--- config.mk ---
export PLATFORM = sky130hd
export DESIGN_NAME = seg7_bcd_encoder
export DESIGN_NICKNAME = d
export VERILOG_FILES = /design/src/rtl/seg7_bcd_encoder.sv
export SDC_FILE = /design/constraint.sdc
export NUM_CORES = 1
export LEC_CHECK = 0
export ABC_AREA = 1
export CAP_MARGIN = 40
export CORE_AREA = 5 5 72 74
export DETAILED_ROUTE_END_ITERATION = 16
export DIE_AREA = 0 0 77 79
export PLACE_DENSITY_LB_ADDON = 0.3
export SKIP_LAST_GASP = 1
export SYNTH_ARGS = -nofsm -noshare
export SYNTH_HDL_FRONTEND = slang
export SYNTH_SLANG_ARGS = --single-unit
export TNS_END_PERCENT = 30
--- constraint.sdc ---
create_clock -name clk -period 3.9 [get_ports clk]
set_clock_uncertainty 0.1 [all_clocks]
set_input_delay 0.39 -clock clk [delete_from_list [all_inputs] [get_ports clk]]
set_output_delay 0.39 -clock clk [all_outputs]
set_load 0.01 [all_outputs]
--- src/rtl/seg7_bcd_encoder.sv ---
// seg7_bcd_encoder: debounces a 7-segment pattern, decodes it to BCD and hands it off via valid/ready.
module seg7_bcd_encoder #(
    parameter int STABLE_CYCLES = 4
) (
    input  logic        clk,
    input  logic        rst_n,
    input  logic [6:0]  seg_in,
    input  logic        out_ready,
    output logic        out_valid,
    output logic [3:0]  out_bcd,
    output logic        err,
    output logic [7:0]  err_cnt,
    output logic [15:0] history
);
    typedef enum logic [1:0] {IDLE, FILTER, PRESENT, WAIT} state_t;
    state_t state, state_nxt;
    logic [6:0] seg_q, cap;
    logic [3:0] cnt, cnt_nxt, dig;
    logic legal, load, hold, stable, acc_dig, acc_err, hs;
    always_comb begin
        legal = 1'b1;
        dig = 4'd0;
        case (seg_q)
            7'b0111111: dig = 4'd0;
            7'b0000110: dig = 4'd1;
            7'b1011011: dig = 4'd2;
            7'b1001111: dig = 4'd3;
            7'b1100110: dig = 4'd4;
            7'b1101101: dig = 4'd5;
            7'b1111101: dig = 4'd6;
            7'b0000111: dig = 4'd7;
            7'b1111111: dig = 4'd8;
            7'b1101111: dig = 4'd9;
            default:    legal = 1'b0;
        endcase
    end
    // The count produced this cycle is what gets compared, so a fresh capture with
    // STABLE_CYCLES=1 is accepted immediately.
    assign load    = seg_q != 7'd0 && (state == IDLE || (state != PRESENT && seg_q != cap));
    assign hold    = state == FILTER && seg_q == cap;
    assign cnt_nxt = load ? 4'd1 : hold ? cnt + 4'd1 : cnt;
    assign stable  = (load || hold) && cnt_nxt == 4'(STABLE_CYCLES);
    assign acc_dig = stable && legal;
    assign acc_err = stable && !legal;
    assign hs      = state == PRESENT && out_ready;
    always_ff @(posedge clk or negedge rst_n) begin
        if (!rst_n) state <= IDLE;
        else        state <= state_nxt;
    end
    always_comb begin
        state_nxt = state == PRESENT ? (hs ? WAIT : PRESENT) :
                    seg_q == 7'd0    ? IDLE :
                    acc_dig          ? PRESENT :
                    acc_err          ? WAIT :
                    (load || hold)   ? FILTER : state;
    end
    always_comb begin
        out_valid = state == PRESENT;
    end
    always_ff @(posedge clk or negedge rst_n) begin
        if (!rst_n) begin
            seg_q   <= 7'd0;
            cap     <= 7'd0;
            cnt     <= 4'd0;
            out_bcd <= 4'd0;
            err     <= 1'b0;
            err_cnt <= 8'd0;
            history <= 16'd0;
        end else begin
            seg_q <= seg_in;
            cnt   <= cnt_nxt;
            err   <= acc_err;
            if (load) cap <= seg_q;
            if (acc_dig) out_bcd <= dig;
            if (acc_err && err_cnt != 8'hff) err_cnt <= err_cnt + 8'd1;
            if (hs) history <= {history[11:0], out_bcd};
        end
    end
endmodule

**Word-level counts from Yosys, hierarchy flattened**

Cells that the tools add are included.

- Reductions and logical operators: 16
- Muxes and demuxes: 10
- $add $sub $neg: 2
- Eq/ne operators: 17

Operators with widths:

| cell | count |
|---|---|
| 7-bit == test, second input constant | 7 |
| 4-bit one-hot mux with 9 select lines | 1 |
| 7-bit by 3-bit == test with 1-bit output, second input constant | 2 |
| 2-bit two-way mux | 5 |
| 10-bit OR reduction | 1 |
| 8-bit by 1-bit adder with 8-bit output, second input constant | 1 |
| 1-bit logical AND | 8 |
| 4-bit two-way mux | 2 |
| 8-bit != test, second input constant | 1 |
| 7-bit by 6-bit == test with 1-bit output, second input constant | 1 |
| 7-bit == test | 1 |
| 7-bit zero test | 1 |
| 7-bit != test | 1 |
| 7-bit nonzero test | 1 |
| 5-bit nonzero test | 1 |
| 4-bit by 1-bit adder with 4-bit output, second input constant | 1 |
| 4-bit by 3-bit == test with 1-bit output, second input constant | 1 |
| 2-bit by 1-bit == test with 1-bit output, second input constant | 1 |
| 2-bit == test, second input constant | 1 |
| 2-bit zero test | 1 |
| 1-bit logical OR | 2 |
| 1-bit two-way mux | 2 |
| 2-bit != test, second input constant | 1 |
| 1-bit zero test | 1 |

- Bits in registers: 49
- Logic and storage cells: 53
- Output and inout bits: 30
- Input port bits: 10

**Longest topological paths before layout**

- Depth in word-level cells: 12
- Gate-level depth with buffers: 16
- Gate-level depth less buffers: 16

**Least setup slack after synthesis**

OpenSTA, ideal clock, no wires.

- Path type: reg2reg
- Start point: register seg_q[2]
- End point: register err_cnt[6]
- Path buffers: 1
- Data arrival time: 1.641 ns
- Slack: 2.042 ns
- Required time: 3.683 ns
- Cell stages (with the launch flop): 14
- Library setup time: 0.117 ns
- Cells stage by stage: dfrtp_1 buf_6 xnor2_2 nand2_1 nor2_4 nand3_2 nand2_4 nand3_2 nor2_4 nand2_2 nor2_4 nand3_1 nand2_1 nand2_1

- Cells in the longest elaborated chain, start to end: 9
- Elaborated cells on any way between the ends: 27
- Classes of those cells: eq/ne (13); mux (3); reduce/logical (11)

RTL lines:

| element | RTL line | source |
|---|---|---|
| start, declared | 17 | `logic [6:0] seg_q, cap;` |
| start signal, assigned | 70 | `seg_q <= seg_in;` |
| 7-bit != test | 39 | `assign load = seg_q != 7'd0 && (state == IDLE \|\| (state != PRESENT && seg_q != cap));` |
| 1-bit logical AND | 39 |  |
| 1-bit logical OR | 39 |  |
| 1-bit logical AND | 39 |  |
| 4-bit two-way mux | 41 | `assign cnt_nxt = load ? 4'd1 : hold ? cnt + 4'd1 : cnt;` |
| 4-bit by 3-bit == test with 1-bit output | 42 | `assign stable = (load \|\| hold) && cnt_nxt == 4'(STABLE_CYCLES);` |
| 1-bit logical AND | 42 |  |
| 1-bit logical AND (*) | 44 | `assign acc_err = stable && !legal;` |
| named net acc_err | 19 | `logic legal, load, hold, stable, acc_dig, acc_err, hs;` |
| 1-bit logical AND (*) | 75 | `if (acc_err && err_cnt != 8'hff) err_cnt <= err_cnt + 8'd1;` |
| end signal, assigned | 75 |  |
| end, declared | 12 | `output logic [7:0] err_cnt,` |

The timed path passes the listed nets; every way through them passes the cells marked *.
A chain may end at the register's enable or synchronous reset.

**Worst setup path after layout**

- Start point: register seg_q[4]
- End point: register err_cnt[5]

The elaborated chain is that of the path after synthesis.

==> flow_summary.json <==
{
  "hold_viol": 0,
  "synth.cell_area_um2": 2469,
  "area_growth_pct": 22.81,
  "io_pins": 40,
  "setup.worst_path.start": "seg_q[4]$_DFF_PN0_",
  "grt_use_total": 0.1718,
  "ys_ff_latch": 49,
  "clk_latency_ns": 0.30,
  "relSlewSlack": 0.5336,
  "fin_crit_ns": 2.254,
  "die_y_um": 79,
  "synth.top_cell.area_share": 0.4967,
  "rows": 25,
  "clkSlewWorstSetupHoldPaths_ns": 0.09,
  "cts.sinks": 49,
  "synth_warnings": 0,
  "cts_root_buf": "clkbuf_8",
  "power_leakage_nw": 1.447,
  "cts_setup_buffers": 0,
  "r2r-start": "seg_q[4]$_DFF_PN0_",
  "dp_slack_ns": 1.646,
  "die_x_um": 77,
  "grt_pass1_vias": 1877,
  "criticalPathCategory": "flop to flop",
  "synth_most_common_cell": "nand2_1",
  "cts.repair.resized": 0,
  "placed_cells": 362,
  "antenna_found_initial": 0,
  "p_per_area_nw_per_um2": 330.2,
  "nets": 328,
  "port_buffers": 39,
  "min_path_type": "flop to flop",
  "drc_errors": 0,
  "final.setup.tns_ns": 0,
  "postSynthCellCount": 275,
  "r2r-end": "err_cnt[5]$_DFFE_PN0P_",
  "syn_area_per_cell_um2": 8.977,
  "drive_above_1_share": 0.1483,
  "synth_edf_count": 0,
  "grt_start_max_net_pins": 27,
  "rsz0062_at_grt": "no",
  "wl_per_cell_um": 12.68,
  "die_area_um2": 6083,
  "async_flop_share": 1.000,
  "power_mw": 1.001,
  "maxCapViolCount": 0,
  "core_area_um2": 4536,
  "vias": 1930,
  "antenna_cells": 0,
  "via_per_inst": 5.202,
  "drt_iter0_drc": 176,
  "ant_nets": 0,
  "htreeDepth": 2,
  "dr.pass1.iters": 4,
  "synth_commonest_cells": "nand2_1, dfrtp_1, inv_1",
  "dp_hpwl_um": 3649,
  "crit_path_end_kind": "flop",
  "vdd_drop_max_mv": 0.2256,
  "grt-ovfl-total": 0,
  "syn_nets": 287,
  "whs_endpoint": "history[15]$_DFFE_PN0P_",
  "grt_pass1_wl_um": 8521,
  "hp-start": "history[15]$_DFFE_PN0P_",
  "required_ns": 3.99,
  "ys_seq_area_frac": 0.4967,
  "final_max_slew_viol_count": 0,
  "status": "complete, no violations",
  "reg2regPathDepth": 12,
  "cts_tree": "built",
  "yosys-top-cells-area": "dfrtp_1, nand2_1, mux2_2",
  "start_kind": "flop",
  "cp_max_fo": 23,
  "final_cells": 371,
  "clock_path_buffers": 2,
  "synth_flop_cell": "dfrtp_1",
  "fin_crit_sh": 0.5780,
  "hold_path_depth": 2,
  "r2r_slack_ns": 1.65,
  "finalWorstSetupSlack_ns": 1.646,
  "gp_congestion": 0.9191,
  "ctsHoldBuffers": 1,
  "synth_cell_types": 33,
  "yosysTopAreaCell": "dfrtp_1",
  "worst_slew_pin_slew_ns": 0.6979,
  "routed_wl_um": 4705,
  "start_util": 0.5443,
  "worstPathArrival_ns": 2.35,
  "max_freq_mhz": 443.6,
  "setup_violations": 0,
  "cts_made_buffers": 5
}
## through the flow
step / util / instance area (µm²) / hold slack, ns
6_report: 0.6684 / 3032 / 0.3907
5_1_grt: 0.6684 / 3032 / 0.4086
4_1_cts: 0.6684 / 3032 / 0.3938
3_5_place_dp: 0.6367 / 2888 / 0.3020
3_3_place_gp: 0.6323 / 2868 / 0.3749
2_1_floorplan: - / 2469 / -0.005591
## layer usage
metal	track usage	routed length (µm)	vias to the layer above
met3	0.03741	252	8
met2	0.2776	2211	48
met5	0	0	-
met4	0.06529	83	0
li1	-	-	972
met1	0.2273	2157	902
## flip-flops by register name, summed over array words and instances (netlist names)
register,flops
cnt,4
err_cnt,8
err,1
history,16
state,2
seg_q,7
cap,7
out_bcd,4
## layout by cell type, fill, tap and decap left out, drive strengths merged
cell            n
nand4           8
nor2           26
clkdlybuf4s50  38
nand3          28
nor3            4
o21ai          14
xor2            4
o221ai          1
nor4            3
bufinv          2
dlygate4sd3     1
dfrtp          49
clkbuf          5
ha              2
nand2          69
nand3b          1
xnor2           5
a21oi           4
a211oi          1
mux2           13
and3            1
clkinv          2
inv            34
buf             2
## how the worst max path moves through the flow
stage                             end  slack, ns  cells past startpoint
6_report       err_cnt[5]$_DFFE_PN0P_       1.65                     12
2_1_floorplan  err_cnt[6]$_DFFE_PN0P_       2.04                     13
3_3_place_gp   err_cnt[5]$_DFFE_PN0P_       1.70                     12
3_5_place_dp   err_cnt[6]$_DFFE_PN0P_       1.65                     12
5_1_grt        err_cnt[5]$_DFFE_PN0P_       1.40                     12
4_1_cts        err_cnt[5]$_DFFE_PN0P_       1.63                     12
## final cells by class
class / instances / area, µm²
multi-input combinational: 184 / 1057
fill: 357 / 1504
clock inverter: 3 / 65.06
inverter: 35 / 131.4
timing repair buffer: 41 / 415.4
sequential: 49 / 1226
tap: 54 / 67.56
clock buffer: 5 / 68.82
## power by group
group / total [mW] / switching (mW) / internal (mW) / leakage (nW)
Clock: 0.420 / 0.165 / 0.255 / 0.0681
Sequential: 0.526 / 0.0104 / 0.516 / 0.637
Combinational: 0.0551 / 0.0326 / 0.0225 / 0.742
Total: 1.00 / 0.208 / 0.793 / 1.45
## worst max-delay path, cell delays in order, from the launching register on
cell and delay, ns:
dfrtp_1 0.44, xnor2_1 0.27, nand2_2 0.10, nor2_4 0.14, nand3_2 0.10, nand2_4 0.22, nand3_2 0.15, nor2_4 0.15
nand2_2 0.08, nor2_4 0.18, nand3_1 0.10, nand2_1 0.08, nand2_1 0.04
## kinds of logic after synthesis
group           share of synthesized area
fa+ha+maj                         0.01014
compound gates                    0.04308
buf+inv                           0.07501
simple gates                       0.2808
mux                               0.05930
flops                              0.4967
xor+xnor                          0.03497
Note: power is estimated with default switching activity, not from simulation.
